`src/rtl/req_arbiter8.sv`:
```
// req_arbiter8: 8-way request arbiter with fixed-MSB or round-robin priority.
// A grant is held until done, request drop, enable drop or hold timeout.
`default_nettype none

module req_arbiter8 #(
  parameter int N        = 8,
  parameter int IDXW     = 3,
  parameter int MAX_HOLD = 15
) (
  input  logic            clk,
  input  logic            rst,
  input  logic            en_i,
  input  logic            mode_i,
  input  logic [N-1:0]    req_i,
  input  logic            done_i,
  output logic [N-1:0]    gnt_o,
  output logic [IDXW-1:0] gnt_idx_o,
  output logic            gnt_valid_o,
  output logic            timeout_o
);

  localparam logic [1:0] S_IDLE    = 2'd0;
  localparam logic [1:0] S_GRANT   = 2'd1;
  localparam logic [1:0] S_RELEASE = 2'd2;

  localparam int HCW = (MAX_HOLD < 2) ? 1 : $clog2(MAX_HOLD + 1);
  localparam logic [HCW-1:0] HOLD_LAST = HCW'((MAX_HOLD > 0) ? (MAX_HOLD - 1) : 0);
  localparam logic [N-1:0]   ONE_HOT0  = {{(N-1){1'b0}}, 1'b1};

  logic [1:0]      state_q, state_d;
  logic [N-1:0]    gnt_q, gnt_d;
  logic [IDXW-1:0] gnt_idx_q, gnt_idx_d;
  logic            gnt_valid_q, gnt_valid_d;
  logic            timeout_q, timeout_d;
  logic [IDXW-1:0] last_idx_q, last_idx_d;
  logic [HCW-1:0]  hold_cnt_q, hold_cnt_d;

  logic [IDXW-1:0] w_win;
  logic [IDXW-1:0] w_cand;
  logic            w_arb;
  logic            w_other;
  logic            w_tmo;

  // Round-robin walks downward from last_idx-1, wrapping, so the last owner is tried last.
  always_comb begin
    w_win  = '0;
    w_cand = '0;
    if (!mode_i) begin
      for (int i = 0; i < N; i++) begin
        if (req_i[i]) w_win = IDXW'(i);
      end
    end else begin
      for (int k = N; k >= 1; k--) begin
        w_cand = IDXW'((int'(last_idx_q) + N - k) % N);
        if (req_i[w_cand]) w_win = w_cand;
      end
    end
  end

  assign w_arb   = en_i && (|req_i);
  assign w_other = done_i || !req_i[gnt_idx_q] || !en_i;
  assign w_tmo   = (MAX_HOLD != 0) && (hold_cnt_q == HOLD_LAST);

  always_comb begin
    state_d     = state_q;
    gnt_d       = gnt_q;
    gnt_idx_d   = gnt_idx_q;
    gnt_valid_d = gnt_valid_q;
    timeout_d   = 1'b0;
    last_idx_d  = last_idx_q;
    hold_cnt_d  = hold_cnt_q;
    case (state_q)
      S_IDLE, S_RELEASE: begin
        if (w_arb) begin
          state_d     = S_GRANT;
          gnt_d       = ONE_HOT0 << w_win;
          gnt_idx_d   = w_win;
          gnt_valid_d = 1'b1;
          hold_cnt_d  = '0;
        end else begin
          state_d     = S_IDLE;
          gnt_d       = '0;
          gnt_valid_d = 1'b0;
        end
      end
      S_GRANT: begin
        if (w_other || w_tmo) begin
          state_d     = S_RELEASE;
          gnt_d       = '0;
          gnt_valid_d = 1'b0;
          timeout_d   = w_tmo && !w_other;
          last_idx_d  = gnt_idx_q;
        end else begin
          hold_cnt_d  = hold_cnt_q + 1'b1;
        end
      end
      default: begin
        state_d     = S_IDLE;
        gnt_d       = '0;
        gnt_valid_d = 1'b0;
      end
    endcase
  end

  always_ff @(posedge clk or posedge rst) begin
    if (rst) begin
      state_q     <= S_IDLE;
      gnt_q       <= '0;
      gnt_idx_q   <= '0;
      gnt_valid_q <= 1'b0;
      timeout_q   <= 1'b0;
      last_idx_q  <= '0;
      hold_cnt_q  <= '0;
    end else begin
      state_q     <= state_d;
      gnt_q       <= gnt_d;
      gnt_idx_q   <= gnt_idx_d;
      gnt_valid_q <= gnt_valid_d;
      timeout_q   <= timeout_d;
      last_idx_q  <= last_idx_d;
      hold_cnt_q  <= hold_cnt_d;
    end
  end

  assign gnt_o       = gnt_q;
  assign gnt_idx_o   = gnt_idx_q;
  assign gnt_valid_o = gnt_valid_q;
  assign timeout_o   = timeout_q;

endmodule

`default_nettype wire

```
`config.mk`:
```
export PLATFORM = sky130hd
export DESIGN_NAME = req_arbiter8
export DESIGN_NICKNAME = d
export VERILOG_FILES = /design/src/rtl/req_arbiter8.sv
export SDC_FILE = /design/constraint.sdc
export NUM_CORES = 1
export LEC_CHECK = 0
export CAP_MARGIN = 5
export CORE_AREA = 2 2 123 65
export CTS_CLUSTER_SIZE = 40
export DETAILED_ROUTE_END_ITERATION = 8
export DIE_AREA = 0 0 125 67
export PLACE_DENSITY = 0.54
export SYNTH_ARGS = -nofsm -noshare
export SYNTH_HDL_FRONTEND = slang
export SYNTH_SLANG_ARGS = --single-unit
```
`constraint.sdc`:
```
create_clock -name clk -period 8 [get_ports clk]
set_input_delay 0.8 -clock clk [delete_from_list [all_inputs] [get_ports clk]]
set_output_delay 0.8 -clock clk [all_outputs]
set_load 0.01 [all_outputs]
```
Word-level counts from Yosys, hierarchy flattened

Index checks and enable logic that the tools add are counted.

$add $sub $neg: 10
$lt $le $gt $ge: 9
Equality and inequality tests: 6
Shifts and indexed selects: 1
Muxes and demuxes: 48
Reduce and logical (&&, ||, !) cells: 15

Operators by type and width:

| kind                | count |
|---|---|
| $mux 3              | 15 |
| $lt 3x4->1 const B  | 9 |
| $bmux 1 s3          | 9 |
| $mux 8              | 2 |
| $pmux 8 s2          | 1 |
| $mux 1              | 15 |
| $sub 3x3->3 const B | 4 |
| $sub 3x1->3 const B | 3 |
| $mux 4              | 2 |
| $pmux 4 s2          | 1 |
| $reduce_or 8->1     | 1 |
| $shl 1x3->8 const A | 1 |
| $ne 2x2->1 const B  | 3 |
| $add 4x1->4 const B | 1 |
| $eq 4x4->1 const B  | 1 |
| $pmux 2 s2          | 1 |
| $reduce_and 2->1    | 2 |
| $add 3x1->3 const B | 1 |
| $logic_not 1->1     | 3 |
| $logic_or 1x1->1    | 3 |
| $reduce_and 3->1    | 1 |
| $sub 3x2->3 const B | 1 |
| $eq 2x1->1 const B  | 1 |
| $eq 2x2->1 const B  | 1 |
| other kinds (6)     | 7 |

Bits in registers: 22

Depth between registers and ports, before layout

Word-level depth: 16
Mapped depth: 12
Mapped depth without buffers: 9

Least setup slack after synthesis

OpenSTA, ideal clock, no wires.

Path type: register -> register
Start point: register last_idx_q[1]
End point: register gnt_q[0], in the netlist gnt_o[0]
Library setup time: 121 ps
Arrival: 3020 ps
Setup slack: 4859 ps
Stages on the path, launching flop included: 13
Path buffers: 3
Period minus slack after synthesis: 3141 ps
Path through: dfrtp_1 > buf_4 > clkbuf_1 > inv_1 > ha_1 > buf_6 > mux4_1 > mux2i_4 > o31ai_2 > o311ai_2 > o311ai_2 > and2_1 > a22o_1

Longest elaborated chain between the ends: 16

Ends and longest elaborated chain:

| what                         | line | source |
|---|---|---|
| start: declaration           | 35   | `logic [IDXW-1:0] last_idx_q, last_idx_d;` |
| start signal: assignment     | 120  | `last_idx_q <= last_idx_d;` |
| $add 3x1->3 (*)              | 54   | `w_cand = IDXW'((int'(last_idx_q) + N - k) % N);` |
| $sub 3x1->3                  | 54   |  |
| $bmux 1 s3                   | 55   | `if (req_i[w_cand]) w_win = w_cand;` |
| $mux 1 (not written as such) | 55   |  |
| $mux 3 (7 in a row)          | 55   |  |
| $mux 3 (*)                   | 55   |  |
| $mux 3 (*)                   | 48   | `if (!mode_i) begin` |
| $shl 1x3->8 (*)              | 76   | `gnt_d = ONE_HOT0 << w_win;` |
| $mux 8 (*)                   | 74   | `if (w_arb) begin` |
| $pmux 8 s2 (*)               | 72   | `case (state_q)` |
| end signal: assignment       | 116  | `gnt_q <= gnt_d;` |
| end: declaration             | 31   | `logic [N-1:0] gnt_q, gnt_d;` |

Mark *: on every way between the ends. The rest lies on a longest branch, timed or not. The select of a mux whose other input is x is not followed.
A chain may end at the register's enable or synchronous reset.

Worst setup path in the final report

Start point: register last_idx_q[0]
End point: register gnt_q[1], in the netlist gnt_o[1]

Same word-level chain as after synthesis.

==> flow_summary_export.csv <==
group,metric,value,unit
outcome,status,"completed",
sta,fin_crit_sh,50.8,%
global_routing,grt_overflow,0,
logic_synthesis,synth_nets,227,
floorplan,coreArea,0.00721,mm2
floorplan,fp.dieH,67,um
layout,drive_gt1_share,15.4,%
detailed_routing,viasPerCell,5.56,
power_and_ir_drop,peakVddDrop,136,uV
clock_network,numCtsBuffers,3,
setup_path,critical-path-slowest-cell,"dfrtp_1",
floorplan,io_pins,26,
sta,period_minus_slack,4.07,ns
clock_network,cts_tree,"built",
floorplan,core.rowCount,22,
sta,slew_headroom,46.6,%
floorplan,die_w,125,um
detailed_routing,firstDrtPassIters,4,
logic_synthesis,synth_top_family_by_area,"multiplexers",
logic_synthesis,syn_avg_cell_area,10.2,um2
logic_synthesis,ys_types,60,
clock_network,ctsRootBufferMaster,"clkbuf_16",
setup_path,critPathKind,"flop to flop",
clock_network,post_cts_buffers,0,
detailed_routing,wl_met3,158,um
detailed_routing,drc_errors,0,
detailed_routing,drtIter0Drc,124,
placed_design,dpl_worst_slack,3.95,ns
sta,hold_viol,0,
power_and_ir_drop,power.density,405,mW/mm2
logic_synthesis,ys_ff_latch,21,
sta,finalSetupTns,0,ns
logic_synthesis,synth-edff-count,0,
logic_synthesis,yosys.area_share.xor_xnor,1.98,%
sta,fin_ws,3.93,ns
setup_path,worstPathArrival,4.21,ns
logic_synthesis,synth_ff_type,"dfrtp_1",
setup_path,critPathTopFamily,"multiplexers",
setup_path,path_cells,"inv_1 -> ha_1 -> mux4_1 -> mux2i_4 -> nor3_1 -> o21a_1 -> o311ai_2 -> nor2_1 -> a22o_1",
logic_synthesis,synthArstFlopShare,100,%
logic_synthesis,synthCells,210,
setup_path,critPathCaptureType,"flop",
logic_synthesis,synth_area,0.00215,mm2
clock_network,clock_sinks,21,
detailed_routing,top_layer,"met4",
global_routing,grt_max_degree,22,
setup_path,slowest_delay,0.86,ns
global_routing,grt_pass1_vias,1781,
layout,fin_area,0.00244,mm2
sta,rsz0062_at_grt,"false",
global_routing,grt_pass1_wl,9110,um
placed_design,numPortBuffers,25,
detailed_routing,wl_met2,2520,um
power_and_ir_drop,leakage,0.939,nW
run,cap_violations,0,
sta,final_max_slew_viol_count,0,
sta,worst_pin_slew,0.802,ns
logic_synthesis,synth_compound_area_share,18.6,%
logic_synthesis,synth_fa_ha_area_share,2.33,%
placed_design,dpl-instance-area,0.00236,mm2
placed_design,gp_congestion,0.834,
logic_synthesis,ys_seq_area_share,24.4,%
setup_path,start_kind,"flop",
logic_synthesis,yosys.area_share.simple,15.9,%
clock_network,cts.clk_slew.worst_paths,0.05,ns
sta,clock_skew,0.00169,ns
sta,hold_slack,0.489,ns
clock_network,worstSkewPairLatency,0.25,ns
clock_network,cts_max_level,1,
setup_path,required,8.14,ns
clock_network,ctsLongestPathBuffers,2,
layout,areaGrowthSynthToFinish,13.4,%
clock_network,cts_hold_buf,0,
setup_path,critPathMaxFanout,19,
sta,max_freq,246,MHz
placed_design,hpwl,3950,um
detailed_routing,postRouteAntennaNets,0,
layout,antenna-diode-count,0,
worst_hold_path,worst_hold_path_type,"flop to flop",
layout,nets,239,
floorplan,die_area,0.00838,mm2
global_routing,antenna_found_initial,0,
global_routing,grtUsageTotal,13.5,%
detailed_routing,met1_length,2570,um
clock_network,cts_resized,0,
detailed_routing,wl_per_cell,17.0,um
detailed_routing,vias,1762,
sta,setup-violations-final,0,
logic_synthesis,yosysWarningCount,0,
floorplan,start_util,29.8,%
detailed_routing,postRouteWirelength,5390,um
logic_synthesis,synthMuxAreaShare,27.1,%
setup_path,cp.buffers_inverters,1,
layout,final_util,33.8,%
[layer usage]
layer / global-route usage, % / vias up
li1: - / 820
met1: 17.7 / 889
met2: 22.9 / 40
met3: 1.45 / 13
met4: 6.25 / 0
met5: 0 / -
[sequential cells by signal, summed over array words and instances, names as in the netlist]
signal	cells
gnt_idx_o	3
gnt_o	8
gnt_valid_o	1
hold_cnt_q	4
last_idx_q	3
state_q	1
timeout_o	1
[synth_stat cells (2+ instances only)]
cell type / instances / area (um2)
dfrtp_1: 21 / 526
nand2_1: 17 / 63.8
nor2_1: 17 / 63.8
inv_1: 12 / 45.0
mux4_2: 9 / 203
mux2i_1: 8 / 80.1
a21oi_1: 7 / 35.0
mux2_2: 7 / 78.8
o21ai_0: 7 / 35.0
and2_1: 5 / 31.3
clkbuf_8: 5 / 68.8
mux4_1: 5 / 131
nor3_1: 5 / 25.0
a221oi_1: 4 / 35.0
a22o_1: 4 / 35.0
buf_6: 4 / 45.0
ha_1: 4 / 50.1
mux2i_4: 4 / 90.1
nand2b_1: 4 / 25.0
clkbuf_1: 3 / 11.3
clkbuf_2: 3 / 15.0
nand3_1: 3 / 15.0
nand3b_1: 3 / 22.5
nor2b_1: 3 / 18.8
o21ai_1: 3 / 15.0
o221ai_1: 3 / 26.3
xor2_1: 3 / 26.3
a22oi_1: 2 / 15.0
buf_4: 2 / 15.0
o21bai_1: 2 / 15.0
o311ai_2: 2 / 32.5
[worst min-delay path, cell delays in order (launching register included)]
cell     delay, ns
dfrtp_1       0.34
nand2_1       0.05
o21ai_1       0.06
[cells by family (layout without fill, tap and decap cells)]
| logic type | count (synthesis) | after routing |
|---|---|---|
| multiplexers | 33 | 33 |
| AO/OA/AOI/OAI | 51 | 51 |
| AND/OR/NAND/NOR | 67 | 67 |
| buffers and inverters | 30 | 41 |
| XOR/XNOR | 4 | 4 |
| adder cells (fa/ha/maj) | 4 | 4 |
| flip-flops | 21 | 21 |
[worst paths after layout]
kind | from | end | slack, ns | depth (start not counted)
worst max-delay path | last_idx_q[0] | gnt_o[1] | 3.93 | 9
worst min register to register | gnt_o[7] | gnt_o[7] | 0.49 | 2
min in group asynchronous | rst | gnt_o[3] | 0.99 | 2
max in group asynchronous | rst | last_idx_q[2] | 6.52 | 2
worst min-delay path | gnt_o[7] | gnt_o[7] | 0.49 | 2
worst max register to register | last_idx_q[0] | gnt_o[1] | 3.93 | 9
[report_power, final]
group          leakage, nW  switching, mW  internal [mW]
combinational        0.624          0.353          0.324
clock               0.0409         0.0374         0.0671
sequential           0.274         0.0714          0.135
total                0.939          0.461          0.526
[cell usage in the layout (no fill, tap or decap), drive strengths merged, types with 2 or more instances in the layout]
cell | netlist | layout
nand2b | 4 | 4
and3 | 2 | 2
inv | 12 | 12
a221oi | 4 | 4
or2 | 2 | 2
mux2 | 7 | 7
nor2b | 3 | 3
a22oi | 2 | 2
clkdlybuf4s50 | 0 | 25
clkbuf | 12 | 3
a22o | 4 | 4
and2 | 5 | 5
mux4 | 14 | 14
nand3b | 3 | 3
ha | 4 | 4
o311ai | 3 | 3
xor2 | 4 | 4
nor3 | 5 | 5
o21ai | 10 | 10
a21oi | 8 | 8
o21bai | 2 | 2
dfrtp | 21 | 21
mux2i | 12 | 12
nor2 | 17 | 17
o221ai | 3 | 3
nand2 | 17 | 17
nand3 | 3 | 3
[metrics by stage]
step	instances	total power [mW]
finish	317	0.988
global placement	313	0.870
floorplan	210	0.754
global route	317	1.06
CTS	317	0.984
detailed placement	313	0.877
[layout make-up]
class / count / area [um2]
Clock inverter: 1 / 5.00
Sequential cell: 21 / 526
Timing Repair Buffer: 25 / 250
Multi-Input combinational cell: 159 / 1420
Tap cell: 96 / 120
Fill cell: 741 / 4770
Clock buffer: 3 / 75.1
Inverter: 12 / 45.0
Power figures use the tool's default switching activity.
